File: src/rtl/lds_pkg.sv
// Shared types and widths for the low-discrepancy angle generators.
// Holds the index/angle/accumulator widths and the generator state encoding.
package lds_pkg;

    localparam int ANGLE_W = 16;
    localparam int K_W     = 16;
    localparam int ACC_W   = 21;

    typedef enum logic [1:0] {
        IDLE   = 2'd0,
        DIGITS = 2'd1,
        DIVIDE = 2'd2,
        OUT    = 2'd3
    } vdc_state_t;

endpackage

File: src/rtl/vdc_angle_gen_if.sv
// Request/result bus of the Van der Corput angle generator.
// The slave side is the generator, the master side is its controller.
interface vdc_angle_gen_if;
    import lds_pkg::*;

    logic               load;
    logic [K_W-1:0]     k_in;
    logic               req;
    logic [ANGLE_W-1:0] angle;
    logic               out_valid;
    logic               out_ready;
    logic               busy;
    logic [K_W-1:0]     k_cur;

    modport master (
        output load, k_in, req, out_ready,
        input  angle, out_valid, busy, k_cur
    );

    modport slave (
        input  load, k_in, req, out_ready,
        output angle, out_valid, busy, k_cur
    );
endinterface

File: src/rtl/frac_div16.sv
// Iterative restoring divider giving floor(num * 2^16 / den), one quotient bit
// per cycle; requires num < den so the quotient fits in 16 bits.
module frac_div16
    import lds_pkg::*;
(
    input  logic               clk,
    input  logic               rst_n,
    input  logic               start,
    input  logic [ACC_W-1:0]   num,
    input  logic [ACC_W-1:0]   den,
    output logic [ANGLE_W-1:0] quot,
    output logic               done
);

    logic [ACC_W-1:0]   rem_q;
    logic [ACC_W-1:0]   den_q;
    logic [ANGLE_W-2:0] quot_q;
    logic [3:0]         cnt_q;
    logic               run_q;

    logic [ACC_W:0]     shifted_s;
    logic [ACC_W-1:0]   rem_sh_s;
    logic [ACC_W-1:0]   rem_next_s;
    logic               fits_s;

    // Trial subtraction for the current quotient bit; rem < den keeps the result in ACC_W bits.
    always_comb begin
        shifted_s = {rem_q, 1'b0};
        rem_sh_s  = {rem_q[ACC_W-2:0], 1'b0};
        fits_s    = (shifted_s >= {1'b0, den_q});
        if (fits_s) begin
            rem_next_s = rem_sh_s - den_q;
        end else begin
            rem_next_s = rem_sh_s;
        end
    end

    // The last bit is presented combinationally so the caller can register the full quotient on done.
    assign quot = {quot_q, fits_s};
    assign done = run_q && (cnt_q == 4'd15);

    // Divider iteration state.
    always_ff @(posedge clk) begin
        if (!rst_n) begin
            rem_q  <= {ACC_W{1'b0}};
            den_q  <= {ACC_W{1'b0}};
            quot_q <= {(ANGLE_W-1){1'b0}};
            cnt_q  <= 4'd0;
            run_q  <= 1'b0;
        end else if (start) begin
            rem_q  <= num;
            den_q  <= den;
            quot_q <= {(ANGLE_W-1){1'b0}};
            cnt_q  <= 4'd0;
            run_q  <= 1'b1;
        end else if (run_q) begin
            rem_q  <= rem_next_s;
            quot_q <= {quot_q[ANGLE_W-3:0], fits_s};
            cnt_q  <= cnt_q + 4'd1;
            run_q  <= (cnt_q != 4'd15);
        end else begin
            rem_q  <= rem_q;
            den_q  <= den_q;
            quot_q <= quot_q;
            cnt_q  <= cnt_q;
            run_q  <= run_q;
        end
    end

endmodule

File: src/rtl/vdc_angle_gen.sv
// Base-BASE Van der Corput sequence generator producing 16-bit angle codes
// (0..65535 = 0..2pi) for the downstream trig lookup stage.
module vdc_angle_gen
    import lds_pkg::*;
#(
    parameter int BASE = 2
) (
    input  logic           clk,
    input  logic           rst_n,
    vdc_angle_gen_if.slave bus
);

    generate
        if (BASE < 2 || BASE > 16) begin : g_bad_base
            $error("vdc_angle_gen: BASE must lie in 2..16");
        end
    endgenerate

    localparam logic [K_W-1:0]   BASE_K = K_W'(BASE);
    localparam logic [ACC_W-1:0] BASE_A = ACC_W'(BASE);

    vdc_state_t         state_q;
    logic [K_W-1:0]     k_q;
    logic [K_W-1:0]     q_q;
    logic [ACC_W-1:0]   num_q;
    logic [ACC_W-1:0]   den_q;
    logic [ANGLE_W-1:0] angle_q;
    logic               out_valid_q;
    logic               busy_q;

    logic [K_W-1:0]     q_div_s;
    logic [ACC_W-1:0]   digit_s;
    logic [ACC_W-1:0]   num_next_s;
    logic [ACC_W-1:0]   den_next_s;
    logic               div_start_s;
    logic [ANGLE_W-1:0] div_quot_s;
    logic               div_done_s;

    // Digit extraction by the constant radix; num accumulates the reversed digits.
    always_comb begin
        q_div_s     = q_q / BASE_K;
        digit_s     = ACC_W'(q_q % BASE_K);
        num_next_s  = (num_q * BASE_A) + digit_s;
        den_next_s  = den_q * BASE_A;
        div_start_s = (state_q == DIGITS) && (q_q == {K_W{1'b0}});
    end

    frac_div16 u_div (
        .clk   (clk),
        .rst_n (rst_n),
        .start (div_start_s),
        .num   (num_q),
        .den   (den_q),
        .quot  (div_quot_s),
        .done  (div_done_s)
    );

    // Sequencer: reseed/request in IDLE, digit reversal, divide, then hold until accepted.
    always_ff @(posedge clk) begin
        if (!rst_n) begin
            state_q     <= IDLE;
            k_q         <= {K_W{1'b0}};
            q_q         <= {K_W{1'b0}};
            num_q       <= {ACC_W{1'b0}};
            den_q       <= {ACC_W{1'b0}};
            angle_q     <= {ANGLE_W{1'b0}};
            out_valid_q <= 1'b0;
            busy_q      <= 1'b0;
        end else begin
            case (state_q)
                IDLE: begin
                    if (bus.load) begin
                        k_q <= bus.k_in;
                    end else if (bus.req) begin
                        q_q     <= k_q;
                        num_q   <= {ACC_W{1'b0}};
                        den_q   <= ACC_W'(1);
                        busy_q  <= 1'b1;
                        state_q <= DIGITS;
                    end else begin
                        state_q <= IDLE;
                    end
                end
                DIGITS: begin
                    if (q_q != {K_W{1'b0}}) begin
                        q_q   <= q_div_s;
                        num_q <= num_next_s;
                        den_q <= den_next_s;
                    end else begin
                        state_q <= DIVIDE;
                    end
                end
                DIVIDE: begin
                    if (div_done_s) begin
                        angle_q     <= div_quot_s;
                        out_valid_q <= 1'b1;
                        state_q     <= OUT;
                    end else begin
                        state_q <= DIVIDE;
                    end
                end
                OUT: begin
                    if (bus.out_ready) begin
                        out_valid_q <= 1'b0;
                        busy_q      <= 1'b0;
                        k_q         <= k_q + 16'd1;
                        state_q     <= IDLE;
                    end else begin
                        state_q <= OUT;
                    end
                end
                default: begin
                    state_q     <= IDLE;
                    out_valid_q <= 1'b0;
                    busy_q      <= 1'b0;
                end
            endcase
        end
    end

    assign bus.angle     = angle_q;
    assign bus.out_valid = out_valid_q;
    assign bus.busy      = busy_q;
    assign bus.k_cur     = k_q;

endmodule
File: src/flat_wrapper.sv
// flat-port wrapper written by rule: the top's interface ports become plain ports
module vdc_angle_gen_flat import lds_pkg::*;
#(
    parameter int BASE = 2
)
  (clk, rst_n, bus_load, bus_k_in, bus_req, bus_out_ready, bus_angle, bus_out_valid, bus_busy, bus_k_cur);
  vdc_angle_gen_if bus_i ();
  input  logic clk;
  input  logic rst_n;
  input wire logic [$bits(bus_i.load)-1:0] bus_load;
  input wire logic [$bits(bus_i.k_in)-1:0] bus_k_in;
  input wire logic [$bits(bus_i.req)-1:0] bus_req;
  input wire logic [$bits(bus_i.out_ready)-1:0] bus_out_ready;
  output wire logic [$bits(bus_i.angle)-1:0] bus_angle;
  output wire logic [$bits(bus_i.out_valid)-1:0] bus_out_valid;
  output wire logic [$bits(bus_i.busy)-1:0] bus_busy;
  output wire logic [$bits(bus_i.k_cur)-1:0] bus_k_cur;
  assign bus_i.load = bus_load;
  assign bus_i.k_in = bus_k_in;
  assign bus_i.req = bus_req;
  assign bus_i.out_ready = bus_out_ready;
  assign bus_angle = bus_i.angle;
  assign bus_out_valid = bus_i.out_valid;
  assign bus_busy = bus_i.busy;
  assign bus_k_cur = bus_i.k_cur;
  vdc_angle_gen #(.BASE(BASE)) u_core (.clk(clk), .rst_n(rst_n), .bus(bus_i));
endmodule
File: config.mk
export PLATFORM = sky130hd
export DESIGN_NAME = vdc_angle_gen_flat
export DESIGN_NICKNAME = d
export VERILOG_FILES = /design/src/rtl/lds_pkg.sv /design/src/rtl/vdc_angle_gen_if.sv /design/src/rtl/frac_div16.sv /design/src/rtl/vdc_angle_gen.sv /design/src/flat_wrapper.sv
export SDC_FILE = /design/constraint.sdc
export NUM_CORES = 1
export LEC_CHECK = 0
export CAP_MARGIN = 20
export CORE_MARGIN = 2
export CORE_UTILIZATION = 25
export CTS_CLUSTER_SIZE = 28
export DETAILED_ROUTE_END_ITERATION = 7
export PLACE_DENSITY = 0.48
export SYNTH_ARGS = -nofsm -noshare
export SYNTH_HDL_FRONTEND = slang
export SYNTH_SLANG_ARGS = --single-unit
export TNS_END_PERCENT = 100
File: constraint.sdc
create_clock -name clk -period 4.5 [get_ports clk]
set_clock_uncertainty 0.1 [all_clocks]
set_input_delay 0.9 -clock clk [delete_from_list [all_inputs] [get_ports clk]]
set_output_delay 0.9 -clock clk [all_outputs]
set_load 0.005 [all_outputs]
==> summary.txt <==
Status
  • Outcome: finished clean

Layout
  • ANT cells: 0
  • Share of cells above drive strength 1: 6.59%
  • Area delta synth->final: 19.3%
  • Final Non-Filler Cells: 1361
  • Fillcell total: 3233
  • Final nets: 1004

Pwr
  • VDD IR max: 272 µV
  • Internal power consumption: between 2 and 2.5 mW
  • Flop pwr share: 46.5%
  • Net switching power: 0.844 mW
  • Power per Cell Area: 346 mW/mm²
  • Leak: approximately 3.2 nW
  • Clk pwr share: about 45%
  • Sw Share: 26.8%
  • Comb power frac: between 8 and 9%

STA
  • Setup violators final: 0
  • Slew Limit Fails: 0
  • Minimum clock period: 2.95 ns
  • FMAX: 0.339 GHz
  • Final setup TNS: 0 ns
  • Final hold violation count: 0
  • Final period utilization: 65.6%
  • WHS: 0.357 ns
  • RSZ-0062 raised after global routing: no
  • Max_slew headroom: 30.2%
  • Worst slew pin tran: about 1.0 ns

Floorplanning
  • Die area: between 0.03 and 0.04 mm²
  • I/O pins: 55
  • Die height: between 150 and 200 µm
  • Die Width: ~180 µm
  • Core area: around 0.03 mm²
  • FP Rows: 63
  • Initial Util: 25.5%

Clocking
  • Clk buf depth: 2
  • Worst-path clk slew: 0.06 ns
  • Clock sink count: 156
  • CTS tree: done
  • H-tree levels: 4
  • Clk_lat worst skew: 0.43 ns
  • Number of CTS-inserted buffers: 17
  • Root buf cell: clkbuf_16
  • Setup bufs post-CTS: 0
  • Post-CTS Hold Buffers: 0
  • Post-CTS sizing: 0

Global route
  • Largest net degree at the start of global routing: 75
  • Initial antenna violation count: 0
  • Tot GR Track Use: 13.2%
  • First-pass GRT wire length: 33300 µm
  • Vias in the first global route: between 6000 and 7000
  • GR Overflow Total: 0

Yosys
  • Async S/R FF share, synth: 0%
  • Synth Net Count: 984
  • Post-synth EDFFs: 0
  • Mapped cell area: around 0.0076 mm²
  • Synth unique cells: 68
  • Register bit total from synthesis: 156
  • Top_reg_cell synth: dfxtp_1
  • Synth warnings: 0
  • Post-Synthesis Cells: 939
  • Mean Syn Cell Area: 8.10 µm²
  • Fraction of the yosys area taken by sequential cells: roughly two fifths

Critical path
  • Crit-path max FO: 20
  • Crit path launch type: register
  • Critical path capture point type: register
  • Arr. time, crit path: between 3 and 4 ns
  • Worst Path Class, Setup: register to register
  • WP data required: 4.74 ns

Placement
  • Detail Placement HPWL: around 14000 µm
  • Gp weighted congestion: 0.797
  • I/O Buffers: 54
  • Placed cells: approximately 1300

Detailed routing
  • DR vias: 6517
  • Initial drt markers: approximately 370
  • Wire per inst: between 10 and 15 µm
  • DRT Pass-1 Iters: 5
  • Residual DRC: 0
  • Met3 routed WL: around 1000 µm
  • Uppermost routed layer: met4
  • WL met1: 10400 µm
  • WL final: 20200 µm
  • Met2 routed WL: 8600 µm
  • Via density: 4.79
  • Routed Antenna Nets: 0

Hold path
  • Min-delay worst type: register to register

Flow run
  • Maxcap violations: 0
-- Yosys cell counts, types with 16 or more instances --
| library cell | count | area (µm²) |
|---|---|---|
| mux2i_1 | 27 | 270 |
| nand3_1 | 40 | 200 |
| dfxtp_1 | 156 | 3120 |
| inv_1 | 25 | 93.8 |
| a21oi_1 | 106 | 531 |
| a22o_1 | 20 | 175 |
| nand2_1 | 163 | 612 |
| a311oi_1 | 16 | 140 |
| clkbuf_1 | 48 | 180 |
| nor3b_1 | 17 | 128 |
| nor2_1 | 79 | 297 |
| o21ai_0 | 36 | 180 |
| ha_1 | 23 | 288 |
-- area by class of cell --
| cell class | instances | area, µm² | share of cell area (%) |
|---|---|---|---|
| clock buffer | 17 | 425 | 4.69 |
| clock inverter | 14 | 135 | 1.49 |
| inverter | 25 | 93.8 | 1.03 |
| multi-input combinational | 690 | 4120 | 45.3 |
| sequential | 156 | 3120 | 34.4 |
| tap | 390 | 488 | 5.37 |
| timing repair buffer | 69 | 698 | 7.69 |
-- logic make-up after synthesis --
| group | share of synthesized area (%) |
|---|---|
| adder cells (fa/ha/maj) | 4.04 |
| XOR/XNOR | 1.61 |
| AND/OR/NAND/NOR | 22.0 |
| buffers and inverters | 5.00 |
| flip-flops | 41.0 |
| AO/OA/AOI/OAI | 22.7 |
| multiplexers | 3.55 |
-- worst paths after layout --
kind / startpoint / endpoint / slack (ns) / cells past startpoint
setup reg to reg: u_core.state_q[1] / u_core.u_div.rem_q[20] / 1.55 / 6
setup / recovery: u_core.state_q[1] / u_core.u_div.rem_q[20] / 1.55 / 6
hold reg to reg: u_core.den_q[20] / u_core.den_q[20] / 0.36 / 2
hold / removal: u_core.den_q[20] / u_core.den_q[20] / 0.36 / 2
-- layout by cell type (no fill, tap or decap), types with 20 or more instances in the layout --
| cell type | count |
|---|---|
| nand2_1 | 163 |
| dfxtp_1 | 155 |
| a21oi_1 | 105 |
| nor2_1 | 78 |
| clkdlybuf4s50_1 | 54 |
| nand3_1 | 40 |
| o21ai_0 | 36 |
| mux2i_1 | 27 |
| inv_1 | 24 |
| ha_1 | 23 |
| a22o_1 | 20 |
-- metal layers --
layer	GRT usage (%)	up-vias
li1	-	3379
met1	18.7	2981
met2	19.9	142
met3	3.50	15
met4	2.74	0
met5	0	-
-- power groups by stage --
stage	Combinational, mW	Sequential [mW]	Clock (mW)
after floorplan	0.184	1.48	0
after global placement	0.284	1.49	0
after detailed placement	0.284	1.49	0
after CTS	0.284	1.46	1.44
after global routing	0.314	1.47	1.51
final	0.281	1.46	1.40
-- flip-flops by register name, indices dropped and copies added, names as in the netlist, 15 cells and up --
signal and cells:
u_core.den_q 21, u_core.num_q 21, u_core.u_div.den_q 21, u_core.u_div.rem_q 21
u_core.bus.angle 16, u_core.bus.k_cur 16, u_core.q_q 16, u_core.u_div.quot_q 15
-- critical path, cell delays in order (launching register included) --
cell      delay (ns)
dfxtp_1         0.49
nand2b_1        0.57
or2_2           0.59
nand3_1         0.32
buf_4           0.32
a211o_1         0.29
o221ai_1        0.17
-- metrics by stage --
step                      worst slack, ns  utilization [%]  total power [mW]  area, µm²
after global placement               1.24             28.5              1.78       8490
after global routing                 1.33             30.5              3.29       9080
after CTS                            1.49             30.4              3.19       9050
after detailed placement             1.23             28.5              1.77       8490
final                                1.55             30.5              3.14       9080
after floorplan                      2.08                -              1.66       7610
Note: power is estimated with default switching activity, not from simulation.
